$ cat src/rtl/id_ex_stage_reg.sv
// ID/EX pipeline register with load-use hazard detection, hold/flush control
// and a saturating count of inserted load-use bubbles.
module id_ex_stage_reg #(
   parameter logic [4:0] XZR = 5'd31
) (
   input  logic        clk,
   input  logic        rst_n,
   input  logic [4:0]  Rn_d,
   input  logic [4:0]  Rm_d,
   input  logic [4:0]  Rd_d,
   input  logic [63:0] Da_d,
   input  logic [63:0] Db_d,
   input  logic [63:0] imm_d,
   input  logic        RegWrite_d,
   input  logic        MemWrite_d,
   input  logic        MemRead_d,
   input  logic [2:0]  ALUSrc_d,
   input  logic [2:0]  ALUOp_d,
   input  logic        hold,
   input  logic        flush,
   output logic [4:0]  Rn_e,
   output logic [4:0]  Rm_e,
   output logic [4:0]  Rd_e,
   output logic [63:0] Da_e,
   output logic [63:0] Db_e,
   output logic [63:0] imm_e,
   output logic        RegWrite_e,
   output logic        MemWrite_e,
   output logic        MemRead_e,
   output logic        valid_e,
   output logic [2:0]  ALUSrc_e,
   output logic [2:0]  ALUOp_e,
   output logic        stall,
   output logic [15:0] bubble_cnt
);

   typedef struct packed {
      logic [4:0]  rn;
      logic [4:0]  rm;
      logic [4:0]  rd;
      logic [63:0] da;
      logic [63:0] db;
      logic [63:0] imm;
      logic        reg_write;
      logic        mem_write;
      logic        mem_read;
      logic        valid;
      logic [2:0]  alu_src;
      logic [2:0]  alu_op;
   } ex_t;

   ex_t         ex_d, ex_q, bubble;
   logic [15:0] bubble_cnt_d, bubble_cnt_q;
   logic        hazard;

   always_comb begin
      bubble    = '0;
      bubble.rd = XZR;
   end

   // A load writing XZR produces nothing a consumer could depend on.
   assign hazard = ex_q.mem_read & ex_q.reg_write & ex_q.valid & (ex_q.rd != XZR) &
                   ((ex_q.rd == Rn_d) | (ex_q.rd == Rm_d));
   assign stall  = hazard | hold;

   always_comb begin
      ex_d         = ex_q;
      bubble_cnt_d = bubble_cnt_q;
      if (!hold) begin
         if (flush) begin
            ex_d = bubble;
         end else if (hazard) begin
            ex_d = bubble;
            if (bubble_cnt_q != 16'hFFFF) bubble_cnt_d = bubble_cnt_q + 16'd1;
         end else begin
            ex_d.rn        = Rn_d;
            ex_d.rm        = Rm_d;
            ex_d.rd        = Rd_d;
            ex_d.da        = Da_d;
            ex_d.db        = Db_d;
            ex_d.imm       = imm_d;
            ex_d.reg_write = RegWrite_d;
            ex_d.mem_write = MemWrite_d;
            ex_d.mem_read  = MemRead_d;
            ex_d.valid     = 1'b1;
            ex_d.alu_src   = ALUSrc_d;
            ex_d.alu_op    = ALUOp_d;
         end
      end
   end

   always_ff @(posedge clk or negedge rst_n) begin
      if (!rst_n) begin
         ex_q         <= '0;
         ex_q.rd      <= XZR;
         bubble_cnt_q <= 16'd0;
      end else begin
         ex_q         <= ex_d;
         bubble_cnt_q <= bubble_cnt_d;
      end
   end

   assign Rn_e       = ex_q.rn;
   assign Rm_e       = ex_q.rm;
   assign Rd_e       = ex_q.rd;
   assign Da_e       = ex_q.da;
   assign Db_e       = ex_q.db;
   assign imm_e      = ex_q.imm;
   assign RegWrite_e = ex_q.reg_write;
   assign MemWrite_e = ex_q.mem_write;
   assign MemRead_e  = ex_q.mem_read;
   assign valid_e    = ex_q.valid;
   assign ALUSrc_e   = ex_q.alu_src;
   assign ALUOp_e    = ex_q.alu_op;
   assign bubble_cnt = bubble_cnt_q;

endmodule

$ cat config.mk
export PLATFORM = sky130hd
export DESIGN_NAME = id_ex_stage_reg
export DESIGN_NICKNAME = d
export VERILOG_FILES = /design/src/rtl/id_ex_stage_reg.sv
export SDC_FILE = /design/constraint.sdc
export NUM_CORES = 1
export LEC_CHECK = 0
export CAP_MARGIN = 20
export CORE_AREA = 5 5 176 178
export DETAILED_ROUTE_END_ITERATION = 10
export DIE_AREA = 0 0 181 183
export MAX_ROUTING_LAYER = met4
export PLACE_DENSITY = 0.6
export REMOVE_ABC_BUFFERS = 1
export SETUP_SLACK_MARGIN = 0.1
export SLEW_MARGIN = 5
export SYNTH_ARGS = -nofsm -noshare
export SYNTH_HDL_FRONTEND = slang
export SYNTH_SLANG_ARGS = --single-unit
$ cat constraint.sdc
create_clock -name clk -period 6.1 [get_ports clk]
set_clock_uncertainty 0.1 [all_clocks]
set_input_delay 1.22 -clock clk [delete_from_list [all_inputs] [get_ports clk]]
set_output_delay 1.22 -clock clk [all_outputs]
set_load 0.02 [all_outputs]
==> results.md, run 1 <==
* # Post-CTS Setup Buffers at 0
* Count of non-filler cells in the finished layout at 1440
* Worst Path Buf+Inv at 2
* Port bufs at 453
* Placed cell areas at 0.01346 mm^2
* Final Hold Viols at 0
* Synth Flop Type: dfrtp_1
* Vias in the first global route at 7244
* FMAX at 216.2 MHz
* Critical path's largest stage delay at 0.60 ns
* Final Instance Area at 0.01435 mm^2
* Die area at 0.03312 mm^2
* Clk buf depth at 3
* Worst EP arrival at 3.31 ns
* Most Frequent Cell on Critical Path: clkdlybuf4s50_1
* Pwr Total at 4.105 mW
* Synthesized cell area at 0.008628 mm^2
* Yosys cell types at 26
* Unrepaired setup endpoints after global routing: no
* GRT Overall Usage at 17.59%
* IO Pins at 454
* WL final at 29880 um
* Initial core utilization at 29.50%
* Worst Tran Pin Value at 1.073 ns
* Most frequent cells in the layout: clkdlybuf4s50_1 (451), dfrtp_1 (228), a22o_1 (211)
* CTS H-tree lvls at 1
* WP data required at 4.78 ns
* Worst Setup End Kind: output port
* Worst-Skew Late Latency at 0.53 ns
* Core area at 0.02924 mm^2
* CP delay by family, top: buffers and inverters
* Maximum VDD drop at 0.1776 mV
* Nets at 1253
* Status: finished, final reports clean
* Post-CTS Resized at 0
* Worst setup path category: in -> out
* Power per Cell Area at 286.0 mW/mm^2
* Post-route ant nets at 0
* CTS Sinks at 233
* First-pass GRT wire length at 44820 um
* Commonest non-fill, non-tap cell in the layout: clkdlybuf4s50_1
* Register area share after synthesis at 67.65%
* Row count at 63
* Worst R2R Setup Slack at 3.49 ns
* R2R depth at 6
* CTS tree: done
* Util after Layout at 49.08%
* Remaining Overflow, GRT at 0
* Final Critical Period at 4.626 ns
* Routed WL per cell at 20.75 um
* Placed Cells at 1393
* Final setup fails at 0
* Min-delay worst type: reg -> reg
* Root buffer cell: clkbuf_16
* Crit-path slowest cell: clkdlybuf4s50_1
* Vias per cell at 4.756
* RD Place Congestion at 0.8783
* Hold Path Stages at 1
* Via count at 6848
* Largest net degree at the start of global routing at 100
* Final Slew Violations at 0
* Share of cells above drive strength 1 at 5.815%
* Post-CTS Hold Buffers at 0
* Synth Instances at 592
* CP cell instances: clkdlybuf4s50_1, xnor2_1, nand3_1, o22ai_4, a21o_1, clkdlybuf4s50_1
* Fin crit share at 75.84%
* Reg clk slew, reported paths at 0.06 ns
* CP startpoint kind: input pin
* Synth Register Bits at 233
* CTS buffer count at 27
* Post-layout worst setup margin at 1.474 ns
* Max-Cap Viols at 0
* HPWL after DPL at 21230 um
* Leakage at 6.254 nW
* First DRT Iteration DRCs at 431
* Die X at 181 um
* DRC viols at 0
* Synth Area per Inst at 14.57 um^2
* Die height at 183 um
* CP Depth at 6
* Ys Warns at 0
* Layout area overhead at 66.36%
* Crit path max fanout at 17
* DR pass1 iterations at 4
* Post-synthesis async set-or-reset flop share at 100.0%
* Pre-CTS setup slack at 1.442 ns
* EDFF count, synth at 0
* Max-Slew Margin vs Limit at 28.45%
* Initial antenna violation count at 1
## metal layers
metal | track usage, % | share of wire [%]
met1 | 21.39 | 40
met2 | 28.44 | 49
met3 | 6.386 | 9.1
met4 | 3.843 | 1.9
met5 | - | 0
## final timing paths
kind                       startpoint              to
setup / recovery              Rm_d[0]           stall
hold / removal              imm_e[56]       imm_e[56]
setup reg to reg              Rd_e[2]        imm_e[5]
hold reg to reg             imm_e[56]       imm_e[56]
max in group asynchronous       rst_n        Db_e[56]
min in group asynchronous       rst_n  bubble_cnt[12]
## where the power goes
group / total [mW] / switching (mW) / internal [mW]
logic: 0.753 / 0.347 / 0.405
registers: 1.73 / 0.0691 / 1.66
clock network: 1.62 / 0.638 / 0.985
total: 4.10 / 1.05 / 3.05
## sequential cells by signal, indices dropped and copies added (netlist names)
register	count
Da_e	64
Db_e	64
imm_e	64
bubble_cnt	16
Rd_e	5
Rm_e	5
Rn_e	5
ALUOp_e	3
ALUSrc_e	3
MemRead_e	1
MemWrite_e	1
RegWrite_e	1
valid_e	1
## layout make-up
class	instances	area [um^2]
Clock inverter	8	93.84
Sequential cell	233	5837
Multi-Input combinational cell	303	2467
Fill cell	2610	14890
Antenna cell	1	2.502
Tap cell	390	488.0
Timing Repair Buffer	461	4646
Clock buffer	38	797.0
Inverter	6	22.52
## logic make-up after synthesis
kind of cell               count (synthesis)  share of synthesized area, %
DFF                                      233                         67.65
adders and majority gates                  1                        0.1450
buffers and inverters                     56                         3.886
AOI/OAI and AO/OA                        221                         22.26
and+or+nand+nor                           55                         3.393
muxes                                      1                        0.1305
xor gates and xnor gates                  25                         2.538
## cell usage after synthesis (all sizes together), types with 2 or more instances
library cell / n / area [um^2]
clkbuf: 25 / 93.84
nand4: 7 / 43.79
nand2: 9 / 33.78
dfrtp: 228 / 5705
xnor2: 25 / 219.0
nor2: 6 / 22.52
inv: 6 / 22.52
nor2b: 5 / 31.28
a21o: 2 / 15.01
buf: 25 / 219.0
dfstp: 5 / 131.4
and3: 5 / 31.28
nand4b: 2 / 17.52
nand3: 15 / 75.07
a22o: 211 / 1848
a21oi: 5 / 25.02
nor3: 3 / 15.01
## per-stage QoR
stage                     TNS [ns]  hold WS [ns]
final                            0        0.4043
after global routing             0        0.4139
after CTS                        0        0.4105
after detailed placement         0        0.3962
after global placement           0        0.3877
after floorplan            -827.64        0.4671
Power figures use the tool's default switching activity.
==> run 2, diff against run 1 <==
Settings changed: PLACE_DENSITY 0.6 to 0.63.
Clock period 6.1 ns to 3.8 ns, I/O delays scaled along.
==> run 2 against run 1 <==
  * Final area is 0.23% higher
  * Worst hold slack lost 0.24 ns
  * Register-to-register slack lost 2.0 ns
  * Sequential cell count did not move
  * Cell count increased by 0.14%
  * Largest power group unchanged
  * Non-clock buffer count up 2
  * Setup slack worse by 1.0 ns
  * Utilization rose by 0.12 points
==> results.md, run 2 (synthesis results as in run 1) <==
* Status: finished, final reports clean
* Post-CTS Resized at 0 (unchanged)
* GRT Overall Usage at 17.36% (-0.22 points)
* Vias in the first global route at 7453 (+2.9%)
* Unrepaired setup endpoints after global routing: no
* RR Startpoint: Rd_e[0]
* CTS tree: done
* Worst EP arrival at 2.50 ns (-0.81 ns)
* Most frequent cells in the layout: clkdlybuf4s50_1 (451), dfrtp_1 (228), a22o_1 (211)
* Min-delay worst type: in -> async
* Worst R2R Setup Slack at 1.51 ns (-1.98 ns)
* Crit path max fanout at 2 (-15)
* Die X at 181 um (unchanged)
* Share of cells above drive strength 1 at 6.274% (+0.46 points)
* Pwr Total at 6.588 mW (+60%)
* Nets at 1254 (+0.080%)
* HPWL after DPL at 20860 um (-1.7%)
* CP startpoint kind: input pin
* First-pass GRT wire length at 44630 um (-0.43%)
* # Post-CTS Setup Buffers at 0 (unchanged)
* Largest net degree at the start of global routing at 112 (+12%)
* Initial antenna violation count at 0 (-1)
* CTS Sinks at 233 (unchanged)
* M3 GR Usage at 5.712% (-0.67 points)
* Post-route ant nets at 0 (unchanged)
* Worst-Skew Late Latency at 0.53 ns (about the same)
* RD Place Congestion at 0.8579 (-2.3%)
* Vias per cell at 4.767 (+0.24%)
* Core area at 0.02924 mm^2 (unchanged)
* Routed WL per cell at 20.23 um (-2.5%)
* Count of non-filler cells in the finished layout at 1442 (+0.14%)
* Power per Cell Area at 457.9 mW/mm^2 (+60%)
* Leakage at 6.277 nW (+0.36%)
* DRC viols at 0 (unchanged)
* Max-Cap Viols at 0 (unchanged)
* Met1 GRT Util at 20.80% (-0.58 points)
* Post-CTS Hold Buffers at 0 (unchanged)
* Fin crit share at 88.38%
* Port bufs at 453 (unchanged)
* Worst Setup End Kind: output port
* Final Slew Violations at 0 (unchanged)
* GRT met2 Usage at 28.29% (-0.15 points)
* Die area at 0.03312 mm^2 (unchanged)
* Row count at 63 (unchanged)
* Initial core utilization at 29.50% (unchanged)
* Worst Tran Pin Value at 0.8391 ns (-0.2342 ns)
* Worst hold slack at 0.1668 ns (-0.2375 ns)
* Grt peak-use layer: met2
* IO Pins at 454 (unchanged)
* First DRT Iteration DRCs at 399 (-7.4%)
* CTS H-tree lvls at 1 (unchanged)
* Reg clk slew, reported paths at 0.06 ns (about the same)
* Commonest non-fill, non-tap cell in the layout: clkdlybuf4s50_1
* WP data required at 2.94 ns (-1.84 ns)
* Worst setup path category: in -> out
* DR pass1 iterations at 8 (+4)
* Via count at 6874 (+0.38%)
* Max-Slew Margin vs Limit at 43.86% (+15 points)
* Final setup fails at 0 (unchanged)
* ANT cells at 0 (-1)
* Crit. Startpoint: Rn_d[4]
* Util after Layout at 49.20% (+0.12 points)
* WL final at 29170 um (-2.4%)
* Final Hold Viols at 0 (unchanged)
* Clk buf depth at 3 (unchanged)
* CTS buffer count at 26 (-3.7%)
* FMAX at 297.8 MHz
* Die height at 183 um (unchanged)
* Placed Cells at 1395 (+0.14%)
* Layout area overhead at 66.75%
* Maximum VDD drop at 0.2546 mV (+43%)
* Remaining Overflow, GRT at 0 (unchanged)
* Final Critical Period at 3.358 ns
* Root buffer cell: clkbuf_16
[run 2: where the power goes]
part / total [mW] / switching, mW / internal [mW]
clock: 2.60 / 1.02 / 1.58
combinational: 1.21 / 0.557 / 0.654
sequential: 2.78 / 0.111 / 2.66
[run 2: path summary, 6_finish.rpt]
path                            depth (start not counted)       end
worst min-delay path                                    1  Da_e[25]
worst min register to register                          1   valid_e
worst max register to register                          7  imm_e[1]
max in group asynchronous                               2  Db_e[48]
worst max-delay path                                    6     stall
min in group clk                                        1   valid_e
[run 2: layout make-up]
cell class	instances	area [um^2]
timing repair buffer	463	4666
sequential	233	5837
tap	390	488.0
clock inverter	10	115.1
multi-input combinational	303	2467
inverter	6	22.52
fill	2599	14860
clock buffer	37	792.0
[run 2: through the flow]
step / worst slack (ns) / instance area, um^2 / setup TNS, ns
floorplan: -5.657 / 8315 / -1226.92
detailed placement: 0.4494 / 13480 / 0
global placement: 0.4614 / 13480 / 0
finish: 0.4416 / 14390 / 0
global route: 0.4043 / 14390 / 0
CTS: 0.4376 / 14390 / 0
[run 2: metal layers]
| metal | part of all wire, % | vias to the layer above | wire length [um] |
|---|---|---|---|
| li1 | - | 3132 | - |
| met1 | 40 | 3361 | 11680 |
| met2 | 48 | 325 | 14050 |
| met3 | 9.0 | 56 | 2613 |
| met4 | 2.8 | 0 | 830 |
| met5 | 0 | - | 0 |
[run 2: worst max-delay path: stages]
cell and delay, ns:
clkdlybuf4s50_1 0.50, xnor2_1 0.14, nand3_1 0.14, o22ai_4 0.21, a21o_1 0.14, clkdlybuf4s50_1 0.61
